**src/rtl/odd_gen_arbiter.sv**
```systemverilog
// Purpose : a 4-way round-robin arbiter. The granted requester receives a burst of
//           odd values 1,3,5,... which wrap modulo 2^(COUNT_LEN+1).
// Latency : a request sampled in IDLE at edge k gives grant and the first beat after edge k.
//           The beat after the final transfer is a DONE cycle, followed by at least one IDLE cycle.
// Backpressure: a beat transfers only when out_valid && out_ready; data and beat count hold otherwise.
//
// Ports:
//   clk, reset         - clock; asynchronous active-high reset
//   req[3:0]           - per-requester burst request
//   req_len            - per-requester burst length, field i at [i*LEN_W +: LEN_W] (0 means 1)
//   grant[3:0]         - one-hot grant while a burst is active
//   out_valid/ready    - beat handshake; out_data is the beat value, out_last marks the final beat
//   busy               - high outside IDLE
//   done/done_id       - one-cycle completion pulse and the index of the finished requester
module odd_gen_arbiter #(
  parameter int COUNT_LEN = 10,
  parameter int LEN_W     = 4
) (
  input  logic               clk,
  input  logic               reset,
  input  logic [3:0]         req,
  input  logic [4*LEN_W-1:0] req_len,
  output logic [3:0]         grant,
  output logic               out_valid,
  input  logic               out_ready,
  output logic [COUNT_LEN:0] out_data,
  output logic               out_last,
  output logic               busy,
  output logic               done,
  output logic [1:0]         done_id
);

  localparam logic [COUNT_LEN:0] DATA_ONE = (COUNT_LEN+1)'(1);
  localparam logic [COUNT_LEN:0] DATA_TWO = (COUNT_LEN+1)'(2);
  localparam logic [LEN_W-1:0]   LEN_ZERO = '0;
  localparam logic [LEN_W-1:0]   LEN_ONE  = LEN_W'(1);

  typedef enum logic [1:0] {
    IDLE  = 2'd0,
    BURST = 2'd1,
    DONE  = 2'd2
  } state_t;

  state_t           state;
  logic [1:0]       last_id;
  logic [1:0]       cur_id;
  logic [LEN_W-1:0] len_q;
  logic [LEN_W-1:0] beat_cnt;

  // Round-robin search that starts one past the most recently served requester.
  logic             pick_vld;
  logic [1:0]       pick_id;
  logic [1:0]       cand;
  logic [LEN_W-1:0] pick_len;
  logic [LEN_W-1:0] pick_len_eff;
  logic             xfer;
  logic             next_is_last;

  always_comb begin
    pick_vld = 1'b0;
    pick_id  = 2'd0;
    cand     = 2'd0;
    for (int k = 1; k <= 4; k++) begin
      cand = last_id + 2'(k);
      if (!pick_vld && req[cand]) begin
        pick_vld = 1'b1;
        pick_id  = cand;
      end
    end
  end

  assign pick_len     = req_len[pick_id*LEN_W +: LEN_W];
  assign pick_len_eff = (pick_len == LEN_ZERO) ? LEN_ONE : pick_len;
  assign xfer         = out_valid && out_ready;
  // This is only evaluated on non-final beats, so beat_cnt+1 never exceeds len_q-1.
  assign next_is_last = ((beat_cnt + LEN_ONE) == (len_q - LEN_ONE));

  always_ff @(posedge clk or posedge reset) begin
    if (reset) begin
      state     <= IDLE;
      last_id   <= 2'd3;
      cur_id    <= 2'd0;
      len_q     <= LEN_ONE;
      beat_cnt  <= LEN_ZERO;
      grant     <= 4'b0000;
      out_valid <= 1'b0;
      out_data  <= DATA_ONE;
      out_last  <= 1'b0;
      busy      <= 1'b0;
      done      <= 1'b0;
      done_id   <= 2'd0;
    end else begin
      case (state)
        IDLE: begin
          if (pick_vld) begin
            state     <= BURST;
            cur_id    <= pick_id;
            len_q     <= pick_len_eff;
            beat_cnt  <= LEN_ZERO;
            grant     <= 4'b0001 << pick_id;
            out_valid <= 1'b1;
            out_data  <= DATA_ONE;
            out_last  <= (pick_len_eff == LEN_ONE);
            busy      <= 1'b1;
          end
        end

        BURST: begin
          // req and req_len are deliberately not looked at here: the burst runs to its latched length.
          if (xfer) begin
            if (out_last) begin
              state     <= DONE;
              grant     <= 4'b0000;
              out_valid <= 1'b0;
              out_last  <= 1'b0;
              out_data  <= DATA_ONE;
              done      <= 1'b1;
              done_id   <= cur_id;
              last_id   <= cur_id;
            end else begin
              beat_cnt <= beat_cnt + LEN_ONE;
              out_data <= out_data + DATA_TWO;
              out_last <= next_is_last;
            end
          end
        end

        DONE: begin
          state   <= IDLE;
          busy    <= 1'b0;
          done    <= 1'b0;
          done_id <= 2'd0;
        end

        default: begin
          state     <= IDLE;
          grant     <= 4'b0000;
          out_valid <= 1'b0;
          out_last  <= 1'b0;
          out_data  <= DATA_ONE;
          busy      <= 1'b0;
          done      <= 1'b0;
          done_id   <= 2'd0;
        end
      endcase
    end
  end

endmodule

```
**config.mk**
```make
export PLATFORM = sky130hd
export DESIGN_NAME = odd_gen_arbiter
export DESIGN_NICKNAME = d
export VERILOG_FILES = /design/src/rtl/odd_gen_arbiter.sv
export SDC_FILE = /design/constraint.sdc
export NUM_CORES = 1
export LEC_CHECK = 0
export CORE_MARGIN = 4
export CORE_UTILIZATION = 54
export DETAILED_ROUTE_END_ITERATION = 7
export GPL_TIMING_DRIVEN = 0
export PLACE_DENSITY = 0.85
export SLEW_MARGIN = 10
export SYNTH_ARGS = -nofsm -noshare
export SYNTH_HDL_FRONTEND = slang
export SYNTH_SLANG_ARGS = --single-unit
```
**constraint.sdc**
```tcl
create_clock -name clk -period 4.8 [get_ports clk]
set_clock_uncertainty 0.05 [all_clocks]
set_input_delay 0.72 -clock clk [delete_from_list [all_inputs] [get_ports clk]]
set_output_delay 0.72 -clock clk [all_outputs]
set_load 0.005 [all_outputs]
```
# Word-level counts from Yosys, hierarchy flattened
# Cells that the tools add are included.
# W data, S select, Z words.
# totals
reg_bits	35
elab_cells	101
# op_classes
mux	48
order_cmp	4
eq_ne	8
n_bitwise	3
n_shift	2
reduce_logical	18
add_sub_neg	6
# ops
cell	n
$mux W11	3
$pmux W11 S3	1
$mux W4	7
$mux W2	9
$mux W1	16
$shiftx A16 B5 Y4	1
$lt A2 B3 Y1 const B	4
$pmux W4 S3	1
$reduce_and A3 Y1	4
$add A11 B2 Y11 const B	1
$bmux W1 S2	4
$ne A2 B2 Y1 const B	4
$pmux W2 S2	2
$pmux W4 S2	1
$reduce_and A4 Y1	2
$pmux W1 S3	2
$add A2 B2 Y2 const B	2
$add A4 B1 Y4 const B	1
$eq A4 B1 Y1 const B	1
$eq A4 B4 Y1	1
$logic_and A1 B1 Y1	4
$logic_not A4 Y1	1
$pmux W1 S2	2
$reduce_and A2 Y1	2
other kinds (9)	13

# Logic depth before layout (Yosys ltp)
# Gate-level depths: netlist of run 1.
# depth
word_depth	19
mapped_depth	7
depth_no_buf	6

# Worst setup path before layout of run 1
# No wires, ideal clock.
# synth_path
path_type	input to register
start	input req[3]
end	register out_data[6]
n_path_buf	1
stages	6
setup_slack_ns	2.655
required_ns	4.617
arrival_time_ns	1.962
setup_ns	0.133
path_cell_list	clkbuf_2 > or4_4 > a2bb2oi_2 > nor4b_1 > xnor2_1 > nor2_1
# synth_via
elab_chain_cells	14
elab_cells_between_ends	20
# synth_rtl
element	line	rtl
from (decl)	21	input logic [3:0] req,
$bmux W1 S2	65	if (!pick_vld && req[cand]) begin
$mux W1 (implied by the code)	65	
$mux W1	65	
$logic_not A1 Y1	65	
$logic_and A1 B1 Y1	65	
$mux W1	65	
$logic_not A1 Y1	65	
$logic_and A1 B1 Y1	65	
$mux W1	65	
$logic_not A1 Y1	65	
$logic_and A1 B1 Y1	65	
$mux W1 *	65	
$ne A2 B2 Y1 (no line) *	--	
$reduce_and A3 Y1 (no line) *	--	
to (signal assigned)	122	out_data <= out_data + DATA_TWO;
to (decl)	26	output logic [COUNT_LEN:0] out_data,
# Every way passes the cells marked *; elsewhere a longest branch is shown, timed or not. The select of a mux whose other input is x is not followed.
# A chain may end at the register's enable or synchronous reset.

# Worst setup path after layout of run 1
# layout_path
start	input req[1]
end	register grant[2]
# layout_via
elab_chain_cells	15
elab_cells_between_ends	27
# layout_rtl
element	line	rtl
$bmux W1 S2	65	
$mux W1 (implied by the code)	65	
$mux W1	65	
$logic_not A1 Y1	65	
$logic_and A1 B1 Y1	65	
$mux W1	65	
$logic_not A1 Y1	65	
$logic_and A1 B1 Y1	65	
$mux W1	65	
$logic_not A1 Y1	65	
$logic_and A1 B1 Y1	65	
$mux W2	65	
$shl A1 B2 Y4	100	grant <= 4'b0001 << pick_id;
$mux W4	95	if (pick_vld) begin
$pmux W4 S3	93	case (state)
to (signal assigned)	100	
to (decl)	23	output logic [3:0] grant,
# Several ways; a longest one is shown, not always the timed one. The select of a mux whose other input is x is not followed.

==> run summary, run 1 <==
Tightest Pin Transition -> 958 ps
r2r worst-path depth -> 5
vias in the first global route -> 1605
wire length per cell -> 14.1 um
Clk Latency, worst-skew pair -> 290 ps
area of the multi-input gates -> 1030 um2
Syn Area/Cell -> 9.83 um2
slowest cell on the critical path -> o21ai_0
status -> complete, no violations
most frequent cell after synthesis -> dfrtp_1
Synth Cell Area -> 2000 um2
dominant synthesized flop cell -> dfrtp_1
fillers -> 266
area growth from synthesis to layout -> 29.7%
Detailed Route Iter0 Violations -> 81
post-CTS sizing -> 0
Sequential Power Share -> 47.2%
share of layout cells above drive strength 1 -> 13.0%
maximum clock path buffer count -> 2
Fin. Hold Viols -> 0
die area -> 4750 um2
setup TNS -> 0 ps
Internal -> 0.504 mW
Comb pwr share -> 10.8%
clock sink count -> 35
number of synthesized flops with an enable pin -> 0
Synth area leader -> dfrtp_1
Rows -> 21
vias -> 1700
Reg clk slew, reported paths -> 70 ps
post-route DRC violation count -> 0
H-tree depth -> 2
top cell type's share of synthesized area -> 38.7%
Hold Crit Class -> reg2reg
maxcap violations -> 0
clock share of power -> 42.0%
Cells after Synth -> 204
Final GP Congestion -> 0.865
Post-synth top cells -> dfrtp_1 (31), nand2_1 (26), inv_1 (14), nor2_1 (14), o21ai_0 (11)
Tmin final -> 2570 ps
placed cell area -> 2480 um2
final core occ -> 75.0%
die height -> 68.9 um
total gr overflow -> 0
net load switching power -> 0.140 mW
CTS tree -> yes
initial antenna violation count -> 0
Starting Density -> 57.8%
maximum clock frequency -> 390 MHz
Routed Antenna Nets -> 0
routed wire length -> 4.24 mm
diode count -> 0
Critical Path End Type -> flip-flop
Register Area -> 881 um2
cell breakdown of the critical path -> clkdlybuf4s50_1 > mux2i_1 > o21ai_0 > nor3_1 > a22o_1
setup repair bufs after CTS -> 0
register area share after synthesis -> 43.9%
HPWL after DPL -> 3.28 mm
hold path cells -> 1
Async SR Flop Fraction -> 100%
slowest stage delay, CP -> 760 ps
first-pass GRT wire length -> 7.28 mm
RSZ-0062 raised after global routing -> no
# IOs -> 44
number of distinct library cells after synthesis -> 51
Worst Setup Start Kind -> primary input
first-pass iteration count of the detailed router -> 4
critical path peak fanout -> 6
core area -> 3470 um2
vias per cell -> 5.67
WP data arrival -> 2700 ps
Clock Tree Root -> clkbuf_8
cts bufs inserted -> 5
Sw Share -> 21.7%
P_leak -> 1.12 nW
Post-Syn Nets -> 230
Port Buf Inserts -> 42
slew margin rel. -> 35.5%
pin count of the biggest net entering global routing -> 36
Final setup viols -> 0
Nets -> 279
Worst EP required -> 4930 ps
chip width -> 68.9 um
Power Density -> 248 nW/um2
synthesized flop and latch total -> 35
Crit Path Class -> in2reg
VDD IR-drop max -> 0.161 mV
Slew Viols, Final -> 0
synth top area cells -> dfrtp_1 (39%), dfstp_2 (5.2%), nand2_1 (4.9%)
cts hold-fix bufs -> 0
YS warnings -> 0
Final period util -> 53.5%
fin area -> 2600 um2
total track usage -> 20.6%
## layout by cell type, fill, tap and decap left out, types with 3 or more instances in the layout
cell type,synthesis,layout
buf_6,3,3
o21ai_0,11,11
a221oi_1,4,4
a311oi_1,8,8
a21oi_1,5,5
clkbuf_8,0,6
o21a_1,3,3
inv_1,14,13
nor3_1,6,6
nand2b_1,4,4
a22o_1,3,3
o31ai_1,4,4
ha_1,3,3
xor2_1,8,8
nand2_1,26,26
nor2_1,14,14
clkdlybuf4s50_1,0,42
nand4_1,5,5
dfrtp_1,31,31
xnor2_1,6,6
a2111oi_2,3,3
dfstp_2,4,4
## power by group through the flow
stage | Combinational, mW | Sequential, mW | Clock [mW]
finish | 0.0696 | 0.304 | 0.270
detailed placement | 0.0698 | 0.310 | 0
CTS | 0.0702 | 0.304 | 0.277
global placement | 0.0681 | 0.310 | 0
global route | 0.0773 | 0.305 | 0.289
floorplan | 0.0397 | 0.309 | 0
## area by class of cell
cell class,instances,share of cell area (%)
flip-flops and latches,35,33.9
inverters,14,2.02
clock buffers,6,3.18
well taps,46,2.21
clock inverters,2,1.35
multi-input cells,150,39.5
repair buffers,42,16.2
plain buffers,5,1.68
## registers in the layout, indices dropped and copies added (netlist names)
register   flops
beat_cnt       4
busy           1
cur_id         2
done           1
done_id        2
grant          4
last_id        2
len_q          4
out_data      11
out_last       1
out_valid      1
state          2
## critical path: cells and delay by family
kind,cells,cell delay [ps]
compound gates,2,1050
mux,1,110
simple gates,1,240
buf+inv,1,570
## path summary, 6_finish.rpt
| check | startpoint | endpoint | slack [ps] |
|---|---|---|---|
| setup / recovery | req[1] | grant[2] | 2230 |
| hold / removal | busy | busy | 430 |
| setup reg to reg | last_id[1] | grant[2] | 2620 |
| hold reg to reg | busy | busy | 430 |
| max in group asynchronous | reset | beat_cnt[2] | 3420 |
| min in group asynchronous | reset | out_data[8] | 810 |
## layer usage
metal  part of all wire, %  wire, um  global-route usage, %  vias up
met3                   5.4       227                   5.19        6
li1                      -         -                      -      843
met1                    44      1880                   25.6      802
met2                    49      2060                   34.8       49
met4                   1.6        69                   7.30        0
met5                     0         0                      0        -
## metrics by stage
stage	instances	setup WS (ps)	hold WS [ps]	power, mW
floorplan	204	2650	413	0.348
global placement	292	2000	412	0.378
detailed placement	292	2020	418	0.379
CTS	300	2310	435	0.651
global route	300	2110	465	0.671
finish	300	2230	431	0.644
## logic make-up after synthesis
| family | after synthesis | synth area share [%] |
|---|---|---|
| buffers and inverters | 19 | 4.81 |
| adder cells (fa/ha/maj) | 3 | 1.87 |
| multiplexers | 3 | 1.62 |
| AO/OA/AOI/OAI | 59 | 23.3 |
| AND/OR/NAND/NOR | 71 | 18.3 |
| flip-flops | 35 | 43.9 |
| XOR/XNOR | 14 | 6.12 |
(Power assumes the default switching activity.)
==> inputs of run 2 (changes only) <==
Settings changed: CORE_UTILIZATION 54 to 50, PLACE_DENSITY 0.85 to 0.79.
Clock period 4.8 ns to 2.42 ns, I/O delays scaled along.
==> run summary, run 2 (synthesis gave the netlist of run 1 again) <==
status -> complete, no violations
P_leak -> 1.10 nW
share of layout cells above drive strength 1 -> 13.0%
r2r worst-path depth -> 5
Final period util -> 90.2%
Comb pwr share -> 11.9%
RSZ-0062 raised after global routing -> no
Internal -> 0.864 mW
Slew Viols, Final -> 0
routed wire length -> 4.40 mm
Fin Hold WS -> 433 ps
CTS tree -> yes
fillers -> 317
HPWL after DPL -> 3.28 mm
clock share of power -> 35.4%
clock sink count -> 35
Sw Share -> 24.6%
initial antenna violation count -> 0
first-pass iteration count of the detailed router -> 4
PnR Total Power -> 1.15 mW
# IOs -> 44
most frequent cells in the layout -> clkdlybuf4s50_1 (42), dfrtp_1 (31), nand2_1 (26)
Largest register FFs -> 11
vias in the first global route -> 1635
diode count -> 0
total gr overflow -> 0
wire length per cell -> 14.6 um
core area -> 3770 um2
slew margin rel. -> 37.1%
Critical Path End Type -> flip-flop
Detailed Route Iter0 Violations -> 111
commonest non-fill, non-tap cell in the layout -> clkdlybuf4s50_1
area growth from synthesis to layout -> 28.2%
setup repair bufs after CTS -> 0
chip width -> 71.3 um
die height -> 71.3 um
vias -> 1662
Nets -> 279
final core occ -> 68.1%
WP data arrival -> 2310 ps
net load switching power -> 0.281 mW
Tmin final -> 2180 ps
Final setup viols -> 0
Hold Crit Class -> reg2reg
Worst Setup Start Kind -> primary input
Clock Tree Root -> clkbuf_8
setup TNS -> 0 ps
cts bufs inserted -> 5
Reg clk slew, reported paths -> 70 ps
area of the multi-input gates -> 1030 um2
maximum clock path buffer count -> 2
Clk Latency, worst-skew pair -> 290 ps
Crit Path Class -> in2reg
Register Area -> 881 um2
maximum clock frequency -> 458 MHz
cts hold-fix bufs -> 0
Starting Density -> 53.2%
hold path cells -> 1
Final GP Congestion -> 0.789
Reg with most FFs -> out_data
H-tree depth -> 2
critical path peak fanout -> 6
vias per cell -> 5.50
total track usage -> 18.6%
Port Buf Inserts -> 42
maxcap violations -> 0
VDD IR-drop max -> 0.219 mV
post-CTS sizing -> 0
Tightest Pin Transition -> 934 ps
Rows -> 22
Worst EP required -> 2550 ps
Power Density -> 446 nW/um2
Fin. Hold Viols -> 0
first-pass GRT wire length -> 7.45 mm
Sequential Power Share -> 52.7%
Routed Antenna Nets -> 0
pin count of the biggest net entering global routing -> 36
post-route DRC violation count -> 0
die area -> 5090 um2
## run 2: cell count changes in the layout (fill, tap and decap cells not counted), sizes merged
| cell | change |
|---|---|
| clkinv | +2 |
| clkbuf | -1 |
| bufinv | -1 |
## run 2: final timing paths
path,startpoint,end,slack [ps]
worst min-delay path,busy,busy,430
worst max-delay path,req[1],grant[0],240
worst min register to register,busy,busy,430
max in group asynchronous,reset,len_q[2],1420
min in group asynchronous,reset,state[0],450
worst max register to register,last_id[1],grant[0],250
## run 2: area by class of cell
cell class / count / area share, %
Multi-Input combinational cell: 150 / 40.0
Sequential cell: 35 / 34.3
Timing Repair Buffer: 42 / 16.4
Clock buffer: 5 / 2.68
Tap cell: 48 / 2.34
Inverter: 14 / 2.05
Buffer: 5 / 1.70
Clock inverter: 3 / 0.585
## run 2: layer usage
layer  global-route usage [%]  up-vias  wire length (um)
li1                         -      840                 -
met1                     21.8      767              1920
met2                     30.9       48              2110
met3                     3.93        7               260
met4                     11.7        0               106
met5                        0        -                 0
## run 2: stage by stage
step / instances / setup slack, ps / area [um2]
6_report: 302 / 238 / 2570
5_1_grt: 302 / 171 / 2570
4_1_cts: 302 / 278 / 2570
3_5_place_dp: 294 / -19.6 / 2480
3_3_place_gp: 294 / 2.07 / 2480
2_1_floorplan: 204 / 600 / 2000
## run 2: worst max-delay path, stage by stage
cell and delay (ps):
clkdlybuf4s50_1 570, mux2i_1 120, o21ai_0 740, nor3_1 230, a22o_1 280
## run 2: power groups by stage
stage	Sequential, mW	Combinational, mW	Clock (mW)
after detailed placement	0.614	0.138	0
after global placement	0.615	0.135	0
final	0.604	0.136	0.405
after global routing	0.605	0.153	0.437
after floorplan	0.612	0.0788	0
after CTS	0.604	0.138	0.418
